File: src/rtl/ifft_iter.sv
// rtl/ifft_iter.sv - iterative radix-2 DIT inverse FFT with a single time-shared butterfly
// Frames load bit-reversed, transform in place at 1/2 gain per stage, and unload in natural order.
module ifft_iter #(
  parameter int N      = 16,
  parameter int W      = 16,
  parameter int STAGES = 4
) (
  input  logic                clk,
  input  logic                rst,
  input  logic                s_valid,
  output logic                s_ready,
  input  logic signed [W-1:0] s_real,
  input  logic signed [W-1:0] s_im,
  output logic                m_valid,
  input  logic                m_ready,
  output logic signed [W-1:0] m_real,
  output logic signed [W-1:0] m_im,
  output logic                m_last,
  output logic                busy
);

  localparam int SW = (STAGES > 1) ? $clog2(STAGES) : 1;
  localparam int PW = W + 17;
  localparam int RW = W + 3;
  localparam logic signed [RW-1:0] MAXV = RW'((2 ** (W - 1)) - 1);
  localparam logic signed [RW-1:0] MINV = -RW'(2 ** (W - 1));

  typedef enum logic [1:0] {LOAD, COMPUTE, UNLOAD} state_t;

  state_t              state;
  logic [STAGES-1:0]   in_cnt;
  logic [STAGES-1:0]   out_cnt;
  logic [STAGES-2:0]   k;
  logic [SW-1:0]       s;
  logic signed [W-1:0] mem_re [N];
  logic signed [W-1:0] mem_im [N];

  function automatic logic [STAGES-1:0] bitrev(input logic [STAGES-1:0] v);
    logic [STAGES-1:0] r;
    for (int i = 0; i < STAGES; i++) r[i] = v[STAGES-1-i];
    return r;
  endfunction

  function automatic logic signed [W-1:0] sat(input logic signed [RW-1:0] v);
    if (v > MAXV) return MAXV[W-1:0];
    if (v < MINV) return MINV[W-1:0];
    return v[W-1:0];
  endfunction

  // Butterfly addressing for stage s, pair k
  logic [STAGES-1:0] kk, mask, bsel, ia, ib, tfull;
  logic [2:0]        tix;
  always_comb begin
    kk    = {1'b0, k};
    mask  = (STAGES'(1) << s) - STAGES'(1);
    bsel  = kk & mask;
    ia    = ((kk >> s) << ((SW+1)'(s) + (SW+1)'(1))) | bsel;
    ib    = ia | (STAGES'(1) << s);
    tfull = bsel << (STAGES - 1 - int'(s));
    tix   = 3'((32'(tfull) * 16) / N);
  end

  // Conjugated forward twiddles, Q8.8
  logic signed [9:0] w_re, w_im;
  always_comb begin
    w_re = 10'sd256;
    w_im = 10'sd0;
    case (tix)
      3'd0: begin w_re = 10'sd256;  w_im = 10'sd0;   end
      3'd1: begin w_re = 10'sd236;  w_im = 10'sd98;  end
      3'd2: begin w_re = 10'sd181;  w_im = 10'sd181; end
      3'd3: begin w_re = 10'sd98;   w_im = 10'sd236; end
      3'd4: begin w_re = 10'sd0;    w_im = 10'sd256; end
      3'd5: begin w_re = -10'sd98;  w_im = 10'sd236; end
      3'd6: begin w_re = -10'sd181; w_im = 10'sd181; end
      3'd7: begin w_re = -10'sd236; w_im = 10'sd98;  end
      default: ;
    endcase
  end

  logic signed [W-1:0]  a_re, a_im, b_re, b_im;
  logic signed [PW-1:0] pf_re, pf_im;
  logic signed [RW-1:0] p_re, p_im;
  logic signed [W-1:0]  na_re, na_im, nb_re, nb_im;
  always_comb begin
    a_re  = mem_re[ia];
    a_im  = mem_im[ia];
    b_re  = mem_re[ib];
    b_im  = mem_im[ib];
    pf_re = PW'(b_re) * PW'(w_re) - PW'(b_im) * PW'(w_im);
    pf_im = PW'(b_re) * PW'(w_im) + PW'(b_im) * PW'(w_re);
    p_re  = RW'(pf_re >>> 8);
    p_im  = RW'(pf_im >>> 8);
    na_re = sat((RW'(a_re) + p_re) >>> 1);
    na_im = sat((RW'(a_im) + p_im) >>> 1);
    nb_re = sat((RW'(a_re) - p_re) >>> 1);
    nb_im = sat((RW'(a_im) - p_im) >>> 1);
  end

  always_ff @(posedge clk or posedge rst) begin
    if (rst) begin
      state   <= LOAD;
      in_cnt  <= '0;
      out_cnt <= '0;
      k       <= '0;
      s       <= '0;
    end else begin
      case (state)
        LOAD: if (s_valid) begin
          in_cnt <= in_cnt + 1'b1;
          if (in_cnt == '1) state <= COMPUTE;
        end
        COMPUTE: begin
          k <= k + 1'b1;
          if (k == '1) begin
            s <= s + 1'b1;
            if (s == SW'(STAGES - 1)) begin
              s     <= '0;
              state <= UNLOAD;
            end
          end
        end
        UNLOAD: if (m_ready) begin
          out_cnt <= out_cnt + 1'b1;
          if (out_cnt == '1) state <= LOAD;
        end
        default: state <= LOAD;
      endcase
    end
  end

  // Register file is not reset; a new frame overwrites every entry before use
  always_ff @(posedge clk) begin
    if (state == LOAD && s_valid) begin
      mem_re[bitrev(in_cnt)] <= s_real;
      mem_im[bitrev(in_cnt)] <= s_im;
    end else if (state == COMPUTE) begin
      mem_re[ia] <= na_re;
      mem_im[ia] <= na_im;
      mem_re[ib] <= nb_re;
      mem_im[ib] <= nb_im;
    end
  end

  assign s_ready = (state == LOAD);
  assign m_valid = (state == UNLOAD);
  assign busy    = (state != LOAD);
  assign m_last  = (state == UNLOAD) && (out_cnt == '1);
  assign m_real  = mem_re[out_cnt];
  assign m_im    = mem_im[out_cnt];

endmodule

File: config.mk
export PLATFORM = sky130hd
export DESIGN_NAME = ifft_iter
export DESIGN_NICKNAME = d
export VERILOG_FILES = /design/src/rtl/ifft_iter.sv
export SDC_FILE = /design/constraint.sdc
export NUM_CORES = 2
export LEC_CHECK = 0
export BUFFER_PORTS_ARGS = -buffer_cell sky130_fd_sc_hd__buf_2
export CAP_MARGIN = 20
export CORE_ASPECT_RATIO = 1.4
export CORE_UTILIZATION = 55
export CTS_CLUSTER_DIAMETER = 120
export DETAILED_ROUTE_END_ITERATION = 7
export PLACE_DENSITY = 0.69
export REMOVE_ABC_BUFFERS = 1
export SLEW_MARGIN = 20
export SYNTH_ARGS = -nofsm -noshare
export SYNTH_HDL_FRONTEND = slang
export SYNTH_SLANG_ARGS = --single-unit
export TNS_END_PERCENT = 10
File: constraint.sdc
create_clock -name clk -period 14.8 [get_ports clk]
set_input_delay 2.22 -clock clk [delete_from_list [all_inputs] [get_ports clk]]
set_output_delay 2.22 -clock clk [all_outputs]
set_load 0.01 [all_outputs]
==> flow_summary.yaml <==
critical_path:
  required_ns: 15.24
  worst_setup_path_end_kind: "register"
  cpMaxStageDelayCell: "ha_1"
  crit_top_cell: "inv_1"
  cp_max_fo: 17
  reg2reg_depth: 50
  regToRegSetupSlack_ns: 0.48
  slowest_delay_ns: 0.63
  path_class: "register to register"
  arrival_ns: 14.77
  r2r-end: "mem_im[8][7]$_DFFE_PP_"
  cp-start-kind: "register"
  r2r-start: "s[0]$_DFFE_PP0P_"
timing:
  period_minus_slack_ns: 14.32
  timing_hold_violations_final: 0
  tightest_slew_ns: 1.195
  rsz0062_at_grt: "false"
  relSlewSlack: 0.1993
  finalSetupViolations: 0
  final-max-slew-violation-count: 0
  max_freq_mhz: 69.82
  worst_slack_ns: 0.4769
  period_share: 0.9678
  finClkSkew_ns: 0.01623
synth:
  synth.distinct_cells: 95
  syn_area_um2: 61820
  postSynthAreaPerCell_um2: 9.462
  ys_top_cells_by_count: "nand2_1 (1134), inv_1 (851), fa_1 (636)"
  synth_edf_count: 512
  async_reset_ff_frac: 0.02846
  ys_seq_elements: 527
  ys_warn_count: 0
  synth.top_cell.area_share: 0.2487
  synth_most_common_cell: "nand2_1"
  synth_cells: 6533
  synthTopCellsByArea: "edfxtp_1 (25%), fa_1 (21%), mux4_2 (7.1%), nand2_1 (6.9%), mux2i_1 (6.0%)"
  synth_top_area_cell: "edfxtp_1"
  synth_ff_type: "edfxtp_1"
  yosysSeqAreaShare: 0.2548
clock_tree:
  clk_latency_ns: 0.62
  numClockSinks: 527
  cts_root_buf: "clkbuf_16"
  cts_buffer_depth: 3
  h-tree-depth: 2
  cts_tree: "built"
  cts_setup_buffers: 0
  numCtsBuffers: 48
  clkTransAtPathRegs_ns: 0.07
placed_design:
  pre_cts_slack_ns: 0.7503
  dp_hpwl_mm: 161.4
  gp_congestion: 1.006
  port-buffer-count: 71
hold_path:
  worstHoldStart: "in_cnt[3]$_DFFE_PP0P_"
  min_to: "in_cnt[3]$_DFFE_PP0P_"
  hp-class: "register to register"
  hold_depth: 1
floorplanning:
  rows: 145
  die_h_um: 398.7
  die_w_um: 285.3
  initial_core_util: 0.5540
  die_area_um2: 113800
  boundaryPins: 72
  core_area_um2: 111600
global_routing:
  antenna_found_initial: 5
  grt_pass1_vias: 52790
  grt_overflow: 0
  grt_max_degree: 176
  grt.total_usage: 0.4085
  grt_pass1_wl_mm: 338.2
layout:
  area_growth_pct: 5.973
  fillers: 9684
  utilization: 0.5871
  fin_nets: 7329
  final_layout_size_suffix_gt1_frac: 0.1109
status:
  status: "finished, violations left"
  violations: "design-rule violations"
drt:
  viasPerCell: 6.608
  final_antenna_net_count: 0
  drt_pass1_iterations: 8
  via_count: 52180
  drc_errors: 5
  drt-initial-drc-count: 6008
  finalWirelength_mm: 232.1
  routedWlPerCell_um: 29.39
run:
  drv_cap: 0
[kinds of logic (layout without fill, tap and decap cells)]
group,after synthesis,count (layout),share of synthesized area
adder cells (fa/ha/maj),907,907,0.2608
buffers and inverters,1318,1208,0.08448
other,0,3,0
flip-flops,527,527,0.2548
multiplexers,593,593,0.1363
AO/OA/AOI/OAI,946,946,0.09831
XOR/XNOR,127,127,0.01860
AND/OR/NAND/NOR,2115,2115,0.1468
[stage by stage]
step                instance area [um2]  cells  setup TNS [ns]  hold WS (ns)
floorplan                         59800   6068        -2315.37        0.5072
global placement                  64010   7805               0        0.5630
detailed placement                64010   7805               0        0.5725
CTS                               65450   7892               0        0.5849
global route                      65500   7893               0        0.6006
finish                            65510   7896               0        0.6095
[critical path, delay by kind of cell (launching register included)]
kind	cells	cell delay, ns
adders and majority gates	10	4.62
AOI/OAI and AO/OA	16	4.25
and+or+nand+nor	10	2.09
buffers and inverters	11	1.70
DFF	1	0.55
xor gates and xnor gates	2	0.54
muxes	1	0.34
[cell type report]
| type | count | area, um2 | share of cell area |
|---|---|---|---|
| clock buffers | 59 | 1252 | 0.01912 |
| well taps | 1470 | 1839 | 0.02808 |
| repair buffers | 268 | 1979 | 0.03022 |
| diodes | 3 | 7.507 | 0.0001146 |
| flip-flops and latches | 527 | 15760 | 0.2406 |
| multi-input cells | 4688 | 41280 | 0.6302 |
| clock inverters | 28 | 186.4 | 0.002846 |
| inverters | 853 | 3202 | 0.04888 |
[repair_timing]
item | 4_1_cts | 5_1_grt
resized for setup | 0 | 3
hold buffers | 0 | 0
setup endpoints to repair | 0 | 56
[cell usage in the layout (no fill, tap or decap), types with 27 or more instances in the layout]
master / instances
nand2_1: 1122
nor3_1: 28
a311oi_1: 57
buf_2: 71
and2_1: 69
a221oi_1: 32
clkbuf_16: 48
buf_4: 186
a22oi_1: 34
a21oi_1: 227
fa_1: 636
edfxtp_1: 512
nor2b_1: 33
nand2b_1: 48
a21o_1: 31
o21ai_1: 31
mux4_2: 196
a31oi_1: 44
ha_1: 271
o21ai_0: 248
o22ai_1: 36
xnor2_1: 99
nor2_1: 381
inv_1: 851
and3_1: 57
mux2i_1: 368
nand3_1: 289
mux2_2: 27
[sequential cells by signal, summed over array words and instances (netlist names)]
register	cells
in_cnt	4
k	3
mem_im	256
mem_re	256
out_cnt	4
s	2
state	2
[worst max-delay path by stage]
| stage | startpoint | endpoint | slack (ns) | cells after the start |
|---|---|---|---|---|
| floorplan | s[0]$_DFFE_PP0P_ | mem_re[5][6]$_DFFE_PP_ | -5.51 | 42 |
| global placement | s[0]$_DFFE_PP0P_ | mem_re[4][4]$_DFFE_PP_ | 0.87 | 43 |
| detailed placement | s[0]$_DFFE_PP0P_ | mem_re[9][14]$_DFFE_PP_ | 0.75 | 43 |
| CTS | s[0]$_DFFE_PP0P_ | mem_re[0][9]$_DFFE_PP_ | 0.69 | 45 |
| global route | s[0]$_DFFE_PP0P_ | mem_re[0][5]$_DFFE_PP_ | 0.02 | 48 |
| finish | s[0]$_DFFE_PP0P_ | mem_im[8][7]$_DFFE_PP_ | 0.48 | 50 |
[routing by layer]
layer / part of all wire / vias to the layer above / global-route usage
met3: 0.11 / 1285 / 0.08960
met5: 0.00014 / - / 0
met4: 0.11 / 4 / 0.3654
met2: 0.47 / 3809 / 0.6642
met1: 0.31 / 25390 / 0.4504
li1: - / 21690 / -
Power is not shown: default switching activity piles up to over one toggle a cycle in this logic, so the estimate is an artifact.
